`src/rtl/sys_cmd_controller.sv`:
```
// Frame-based command sequencer: RX bytes -> register file / ALU strobes, responses via TX FIFO.
// Optional partial-frame abort is enabled by defining CMD_TIMEOUT_EN.
module sys_cmd_controller #(
    parameter int WIDTH     = 8,
    parameter int ADDR      = 4,
    parameter int FUN_W     = 4,
    parameter int RES_BYTES = 2,
    parameter int TX_DEPTH  = 4,
    parameter int TIMEOUT   = 1023
) (
    input  logic                       clk,
    input  logic                       reset_n,
    input  logic [WIDTH-1:0]           rx_data_in,
    input  logic                       rx_data_valid_in,
    input  logic                       tx_busy_in,
    input  logic [WIDTH-1:0]           rf_rd_data_in,
    input  logic                       rf_rd_data_valid_in,
    input  logic [RES_BYTES*WIDTH-1:0] alu_data_in,
    input  logic                       alu_data_valid_in,
    output logic                       rf_wr_en_out,
    output logic                       rf_rd_en_out,
    output logic [ADDR-1:0]            rf_addr_out,
    output logic [WIDTH-1:0]           rf_wr_data_out,
    output logic                       alu_en_out,
    output logic [FUN_W-1:0]           alu_fun_out,
    output logic                       clk_gate_en_out,
    output logic                       clk_div_en_out,
    output logic [WIDTH-1:0]           tx_data_out,
    output logic                       tx_data_valid_out,
    output logic [7:0]                 drop_cnt_out
);
    localparam int PW = (TX_DEPTH > 1) ? $clog2(TX_DEPTH) : 1;
    localparam int CW = $clog2(TX_DEPTH + 1);

    typedef enum logic [3:0] {
        IDLE, WR_ADDR, WR_DATA, RD_ADDR, RD_ISSUE, RD_WAIT,
        ALU_A, ALU_B, ALU_FUN, ALU_ISSUE, ALU_WAIT
    } state_t;
    typedef enum logic [1:0] {DR_IDLE, DR_HI, DR_LO} drain_t;

    state_t state_q, state_d;
    drain_t dr_q, dr_d;

    logic [WIDTH-1:0]           mem [TX_DEPTH];
    logic [PW-1:0]              wr_ptr_q, rd_ptr_q;
    logic [CW-1:0]              cnt_q, free, push_n;
    logic [RES_BYTES*WIDTH-1:0] push_bytes;
    logic known_cmd, frame_st, wr_go, rd_go, alu_go, alu_go_q, pop, drop, tmo_hit;

    assign free      = CW'(TX_DEPTH) - cnt_q;
    assign known_cmd = rx_data_in == WIDTH'(8'hAA) || rx_data_in == WIDTH'(8'hBB) ||
                       rx_data_in == WIDTH'(8'hCC) || rx_data_in == WIDTH'(8'hDD);
    assign frame_st  = state_q inside {WR_ADDR, WR_DATA, RD_ADDR, ALU_A, ALU_B, ALU_FUN};

`ifdef CMD_TIMEOUT_EN
    localparam int TW = $clog2(TIMEOUT + 1);
    logic [TW-1:0] tmo_q;
    // counts idle cycles inside a frame; the TIMEOUT-th idle cycle aborts
    assign tmo_hit = frame_st && !rx_data_valid_in && tmo_q == TW'(TIMEOUT - 1);
    always_ff @(posedge clk) begin
        if (!reset_n || !frame_st || rx_data_valid_in) tmo_q <= '0;
        else                                           tmo_q <= tmo_q + TW'(1);
    end
`else
    assign tmo_hit = 1'b0;
`endif

    always_ff @(posedge clk) begin
        if (!reset_n) begin
            state_q <= IDLE;
            dr_q    <= DR_IDLE;
        end else begin
            state_q <= state_d;
            dr_q    <= dr_d;
        end
    end

    always_comb begin
        state_d = state_q;
        case (state_q)
            IDLE: if (rx_data_valid_in) begin
                if      (rx_data_in == WIDTH'(8'hAA)) state_d = WR_ADDR;
                else if (rx_data_in == WIDTH'(8'hBB)) state_d = RD_ADDR;
                else if (rx_data_in == WIDTH'(8'hCC)) state_d = ALU_A;
                else if (rx_data_in == WIDTH'(8'hDD)) state_d = ALU_FUN;
            end
            WR_ADDR:   if (rx_data_valid_in)          state_d = WR_DATA;
            WR_DATA:   if (rx_data_valid_in)          state_d = IDLE;
            RD_ADDR:   if (rx_data_valid_in)          state_d = RD_ISSUE;
            RD_ISSUE:  if (free != '0)                state_d = RD_WAIT;
            RD_WAIT:   if (rf_rd_data_valid_in)       state_d = IDLE;
            ALU_A:     if (rx_data_valid_in)          state_d = ALU_B;
            ALU_B:     if (rx_data_valid_in)          state_d = ALU_FUN;
            ALU_FUN:   if (rx_data_valid_in)          state_d = ALU_ISSUE;
            ALU_ISSUE: if (free >= CW'(RES_BYTES))    state_d = ALU_WAIT;
            ALU_WAIT:  if (alu_data_valid_in)         state_d = IDLE;
            default:                                  state_d = IDLE;
        endcase
        if (tmo_hit) state_d = IDLE;

        // drain waits for busy to rise and fall again, tolerating synchroniser lag
        dr_d = dr_q;
        case (dr_q)
            DR_IDLE: if (pop)         dr_d = DR_HI;
            DR_HI:   if (tx_busy_in)  dr_d = DR_LO;
            DR_LO:   if (!tx_busy_in) dr_d = DR_IDLE;
            default:                  dr_d = DR_IDLE;
        endcase
    end

    always_comb begin
        wr_go      = rx_data_valid_in && (state_q inside {WR_DATA, ALU_A, ALU_B});
        rd_go      = state_q == RD_ISSUE && free != '0;
        alu_go     = state_q == ALU_ISSUE && free >= CW'(RES_BYTES);
        push_n     = '0;
        push_bytes = '0;
        if (state_q == RD_WAIT && rf_rd_data_valid_in) begin
            push_n                = CW'(1);
            push_bytes[WIDTH-1:0] = rf_rd_data_in;
        end
        if (state_q == ALU_WAIT && alu_data_valid_in) begin
            push_n     = CW'(RES_BYTES);
            push_bytes = alu_data_in;
        end
        pop  = dr_q == DR_IDLE && cnt_q != '0 && !tx_busy_in;
        drop = tmo_hit || (rx_data_valid_in &&
               ((state_q == IDLE && !known_cmd) ||
                (state_q inside {RD_ISSUE, RD_WAIT, ALU_ISSUE, ALU_WAIT})));
    end

    // result bytes land least-significant first at consecutive slots
    always_ff @(posedge clk) begin
        for (int i = 0; i < RES_BYTES; i++)
            if (CW'(i) < push_n) mem[wr_ptr_q + PW'(i)] <= push_bytes[i*WIDTH +: WIDTH];
    end

    always_ff @(posedge clk) begin
        if (!reset_n) begin
            rf_wr_en_out <= 1'b0; rf_rd_en_out <= 1'b0; rf_addr_out <= '0; rf_wr_data_out <= '0;
            alu_en_out <= 1'b0; alu_go_q <= 1'b0; alu_fun_out <= '0; clk_gate_en_out <= 1'b0;
            clk_div_en_out <= 1'b0; tx_data_out <= '0; tx_data_valid_out <= 1'b0;
            drop_cnt_out <= '0; wr_ptr_q <= '0; rd_ptr_q <= '0; cnt_q <= '0;
        end else begin
            clk_div_en_out    <= 1'b1;
            rf_wr_en_out      <= wr_go;
            rf_rd_en_out      <= rd_go;
            alu_go_q          <= alu_go;
            alu_en_out        <= alu_go_q;
            tx_data_valid_out <= pop;
            if (alu_go)                                         clk_gate_en_out <= 1'b1;
            else if (state_q == ALU_WAIT && alu_data_valid_in)  clk_gate_en_out <= 1'b0;
            if (rx_data_valid_in) begin
                case (state_q)
                    WR_ADDR, RD_ADDR: rf_addr_out <= rx_data_in[ADDR-1:0];
                    WR_DATA:          rf_wr_data_out <= rx_data_in;
                    ALU_A:   begin rf_addr_out <= ADDR'(0); rf_wr_data_out <= rx_data_in; end
                    ALU_B:   begin rf_addr_out <= ADDR'(1); rf_wr_data_out <= rx_data_in; end
                    ALU_FUN:          alu_fun_out <= rx_data_in[FUN_W-1:0];
                    default: ;
                endcase
            end
            if (pop) tx_data_out <= mem[rd_ptr_q];
            wr_ptr_q <= wr_ptr_q + PW'(push_n);
            rd_ptr_q <= rd_ptr_q + PW'(pop);
            cnt_q    <= cnt_q + push_n - CW'(pop);
            if (drop && drop_cnt_out != 8'hFF) drop_cnt_out <= drop_cnt_out + 8'd1;
        end
    end
endmodule

```
`config.mk`:
```
export PLATFORM = sky130hd
export DESIGN_NAME = sys_cmd_controller
export DESIGN_NICKNAME = d
export VERILOG_FILES = /design/src/rtl/sys_cmd_controller.sv
export SDC_FILE = /design/constraint.sdc
export NUM_CORES = 1
export LEC_CHECK = 0
export ABC_AREA = 0
export CORE_MARGIN = 1
export CORE_UTILIZATION = 55
export CTS_CLUSTER_SIZE = 30
export DETAILED_ROUTE_END_ITERATION = 16
export GPL_TIMING_DRIVEN = 0
export PLACE_DENSITY = 0.83
export SLEW_MARGIN = 0
export SYNTH_ARGS = -nofsm -noshare
export SYNTH_HDL_FRONTEND = slang
export SYNTH_SLANG_ARGS = --single-unit
```
`constraint.sdc`:
```
create_clock -name clk -period 7.1 [get_ports clk]
set_clock_uncertainty 0.05 [all_clocks]
set_input_delay 2.13 -clock clk [delete_from_list [all_inputs] [get_ports clk]]
set_output_delay 2.13 -clock clk [all_outputs]
set_load 0.02 [all_outputs]
```
==> Yosys cells after proc, flatten, opt, wreduce, memory -nomap -nowiden <==
Memories as Yosys holds them, arrays and structs flattened. A register that Yosys moved wholly into a read port is not among the register bits.
Cells that the tools add are included.
{ "word_totals": {"reg_bits": 44, "mem_bits_rw": 32, "in_bits": 38, "output_inout_bits": 38, "wordCells": 123, "mem_count": 1} }
{ "op_classes": {"add_sub_neg": 7, "magnitude_cmp": 3, "n_eq_ne": 32, "mux": 32, "n_reduce_logical": 32} }
{ "mem_list": {"columns": ["memory", "depth", "width", "read_ports", "rd_clocked_by_memory_dff", "wr", "line", "text"], "rows": [
  ["mem", 4, 8, 1, 1, 2, "44", "logic [WIDTH-1:0] mem [TX_DEPTH];"]
]} }
{ "op_table": {"columns": ["op", "count"], "rows": [
  ["$mux 4", 15],
  ["$pmux 4 s11", 1],
  ["$eq 8x8->1 const B", 4],
  ["$ne 2x2->1 const B", 14],
  ["$eq 4x3->1 const B", 4],
  ["$mux 16", 1],
  ["$eq 4x4->1 const B", 3],
  ["$pmux 4 s3", 1],
  ["$reduce_and 12->1", 1],
  ["$reduce_bool 3->1", 4],
  ["$logic_and 1x1->1", 10],
  ["$add 8x1->8 const B", 1],
  ["$eq 4x2->1 const B", 2],
  ["$mux 1", 8],
  ["$mux 8", 1],
  ["$ne 8x8->1 const B", 1],
  ["$lt 1x3->1 const A", 2],
  ["$mux 2", 3],
  ["$pmux 2 s3", 1],
  ["$reduce_and 2->1", 3],
  ["$ne 5x5->1 const B", 1],
  ["$eq 4x1->1 const B", 1],
  ["$logic_not 4->1", 1],
  ["$logic_or 1x1->1", 4],
  ["other kinds (17)", 19]
]} }

==> Depth between registers and ports, before layout <==
{ "depth": {"ltp_word": 9, "ltp_mapped": 12, "ltp_nobuf": 11} }

==> Worst setup path before layout <==
Ideal clock, no wire load.
{ "synth_timing": {"path_type": "input to register", "startpoint": "input port tx_busy_in", "endpoint": "register cnt_q[2]", "setup_ns": 0.128, "arrival_ns": 3.916, "t_required_ns": 6.922, "slack_ns": 3.007, "stages": 9, "path_buffers": 1, "cell_sequence": "nor4_1 -> buf_1 -> ha_1 -> inv_1 -> ha_1 -> fa_1 -> xnor2_1 -> xnor2_1 -> nor2_1"} }
{ "synth_via": {"elab_chain_len": 3} }
{ "synth_rtl": {"columns": ["item", "line", "text"], "rows": [
  ["start: declaration", "15", "input logic tx_busy_in,"],
  ["$logic_not 1->1", "125", "pop = dr_q == DR_IDLE && cnt_q != '0 && !tx_busy_in;"],
  ["$logic_and 1x1->1", "125", null],
  ["via pop", "48", "logic known_cmd, frame_st, wr_go, rd_go, alu_go, alu_go_q, pop, drop, tmo_hit;"],
  ["$sub 3x1->3", "165", "cnt_q <= cnt_q + push_n - CW'(pop);"],
  ["end signal: assignment", "165", null],
  ["end: declaration", "46", "logic [CW-1:0] cnt_q, free, push_n;"]
]} }
The timed path passes the listed nets, and every way through them passes these cells.
A chain may end at the register's enable or synchronous reset.

==> metrics.txt <==
Initial Utilization 0.567; critical path class primary input to register; Layout Utilization 0.719; 1st-iter DRT viols between 200 and 300; Startpoint Class primary input; commonest non-fill, non-tap cell in the layout clkdlybuf4s50_1; Pleak approximately 1.9 nW; Die Width slightly below 90 um; Vias per Instance between 5 and 6; R2R Path End mem[0][7]$_DFFE_PP_; Final Non-Filler Cells 588; Fillers 520; final setup violating endpoints 0; Area Overhead vs Synth 26.8%; Syn Inst Count roughly 400; Seq/Total Area, Yosys 0.489; crit end category register; Yosys top cell by area dfxtp_1; Worst-path clk slew 0.08 ns; Syn Std Cell Area around 4100 um^2; fraction of registers with async set/reset 0; final setup TNS 0 ns; Placed Area a little under 5000 um^2; Post-CTS Resized 0; Worst-Skew Late Latency approximately 0.37 ns; largest net degree at the start of global routing 15; Synth top area share 0.255; Min-Delay Path Class register to register; minimum clock period 4.61 ns; total number of vias 3428; Overall Global Routing Usage 0.269; # nets final 533; top_reg_cell synth dfxtp_1; slew margin rel. 0.0764; RSZ-0062 raised after global routing no; max-cap viol count 0; most frequent cells in the layout 75 x clkdlybuf4s50_1, 59 x nor2_1, 52 x dfxtp_1; synth top area cells dfxtp_1 25%, edfxtp_1 23%, mux2i_1 7.6%; GRT Residual Overflow 0; IO buf count 75; launching point of the worst reg2reg path state_q[0]$_SDFFE_PN0P_; Tightest Pin Transition 1.37 ns; CTS H-Tree Depth 3; number of synthesized flops with an enable pin 32; post-route ant nets 0; Die Ht a little under 90 um; Synth warnings 0; Routability Congestion 0.851; worst hold stages 1; first-pass GRT wire length 15.6 mm; Worst Reg2Reg Path Length in Cells 5; DRC viols 0; diodes inserted 0; clk root buf clkbuf_8; WL final 9.95 mm; clk buf depth 2; Yosys cell types 56; CTS Buf Count 9; hpwl dp 7.12 mm; Hold Path Sink alu_en_out$_SDFF_PN0_; fraction of layout cells with a size suffix above 1 0.0818; fmax about 0.22 GHz; Setup Fix Bufs, Post-CTS 0; worst hold start alu_go_q$_SDFF_PN0_; vias in the first global route 3244; cell area after layout 5190 um^2; Reg2Reg Setup Slack roughly 3.9 ns; dpl cells 571; routed len/inst around 17 um; Ports 76; Critical Path Fanout Max 10; Fin. Hold Viols 0; die footprint around 7800 um^2; Post-Synthesis Mean Instance Area 10.3 um^2; initial antenna violation count 0; max-slew violations 0; PD cells about 280 nW/um^2; clock sinks 84; post-synthesis register bit count 84; status finished, final reports clean; VDD IR-drop max around 0.13 mV; Post-CTS Hold Fix Bufs 0; row cnt 31; Detailed Routing Iterations Pass 1 6; Tcrit/Tclk final 0.649; syn_nets 446; CTS tree yes; core area around 7000 um^2; CP arrival between 4 and 5 ns; worst path required time 7.03 ns
==> cells in the mapped netlist, types with 2 or more instances <==
| master | count |
|---|---|
| inv_1 | 20 |
| a311oi_1 | 2 |
| ha_1 | 10 |
| edfxtp_1 | 32 |
| nand3b_1 | 2 |
| nor2b_1 | 3 |
| clkbuf_1 | 16 |
| a21oi_1 | 39 |
| or4_1 | 4 |
| a32oi_1 | 3 |
| nor4b_1 | 2 |
| and3_1 | 4 |
| xor2_1 | 2 |
| a211oi_1 | 4 |
| nand2b_1 | 4 |
| mux4_2 | 8 |
| nand3_1 | 13 |
| and2_1 | 6 |
| mux2i_1 | 31 |
| o21a_1 | 2 |
| dfxtp_1 | 52 |
| and4_1 | 3 |
| o22a_1 | 2 |
| nor3_1 | 2 |
| nor2_1 | 59 |
| nand4_1 | 2 |
| buf_2 | 4 |
| nor4_1 | 3 |
| a22oi_1 | 9 |
| o31ai_1 | 4 |
| o21ai_0 | 7 |
| xnor2_1 | 6 |
| nand2_1 | 14 |
==> registers in the layout, summed over array words and instances, names as in the netlist, 2 cells and up <==
register and count:
cnt_q 3, drop_cnt_out 8, rd_ptr_q 2, alu_fun_out 4
mem 32, dr_q 2, tx_data_out 8, wr_ptr_q 2
state_q 4, rf_wr_data_out 8, rf_addr_out 4
==> report_power, final <==
part / switching, mW / internal (mW) / leakage, nW
Clock: 0.181 / 0.190 / 0.106
Sequential: 0.0327 / 0.543 / 0.682
Combinational: 0.284 / 0.246 / 1.16
Total: 0.497 / 0.979 / 1.94
==> worst max-delay path, stage by stage <==
cell and delay (ns):
clkdlybuf4s50_1 0.48, and4_1 0.21, clkbuf_1 0.25, buf_2 0.29
nor2_1 0.09, o31ai_1 1.08
==> metrics by stage <==
step / hold WS (ns) / total power [mW] / setup slack, ns
2_1_floorplan: 0.362 / 0.941 / 3.01
4_1_cts: 0.399 / 1.47 / 2.47
6_report: 0.393 / 1.48 / 2.49
5_1_grt: 0.415 / 1.55 / 2.33
3_3_place_gp: 0.369 / 1.08 / 2.17
3_5_place_dp: 0.378 / 1.11 / 2.12
==> cells by family (layout without fill, tap and decap cells) <==
| group | Yosys count | count (layout) | share of synthesized area |
|---|---|---|---|
| AOI/OAI and AO/OA | 81 | 81 | 0.127 |
| xor gates and xnor gates | 8 | 8 | 0.0171 |
| adders and majority gates | 11 | 11 | 0.0355 |
| buffers and inverters | 45 | 137 | 0.0480 |
| DFF | 84 | 84 | 0.489 |
| muxes | 40 | 40 | 0.123 |
| and+or+nand+nor | 128 | 128 | 0.160 |
==> area by class of cell <==
cell class                 instances  area [um^2]  area share
clock inverter                     4         55.1      0.0106
inverter                          21         78.8      0.0152
sequential                        84         2000       0.386
multi-input combinational        268         1890       0.365
buffer                            24          118      0.0227
tap                               99          124      0.0239
clock buffer                      12          160      0.0309
timing repair buffer              76          758       0.146
==> worst max-delay path by stage <==
stage,end,start,slack [ns],depth (start not counted)
detailed placement,mem[2][3]$_DFFE_PP_,alu_data_valid_in,2.12,6
finish,mem[0][7]$_DFFE_PP_,alu_data_valid_in,2.49,6
global placement,mem[0][6]$_DFFE_PP_,alu_data_valid_in,2.17,6
global route,mem[0][1]$_DFFE_PP_,alu_data_valid_in,2.33,6
CTS,mem[2][1]$_DFFE_PP_,alu_data_valid_in,2.47,6
floorplan,cnt_q[2]$_SDFF_PN0_,tx_busy_in,3.01,9
==> routing by layer <==
layer  routed length [um]  global-route usage  up-vias  share of wire
met5                    0                   0        -              0
met4                  278               0.138        0          0.028
met3                  702              0.0429       30          0.071
met2                 4940               0.462      166           0.50
met1                 4030               0.329     1619           0.41
li1                     -                   -     1613              -
No activity file was read; power rests on OpenSTA's default activity.
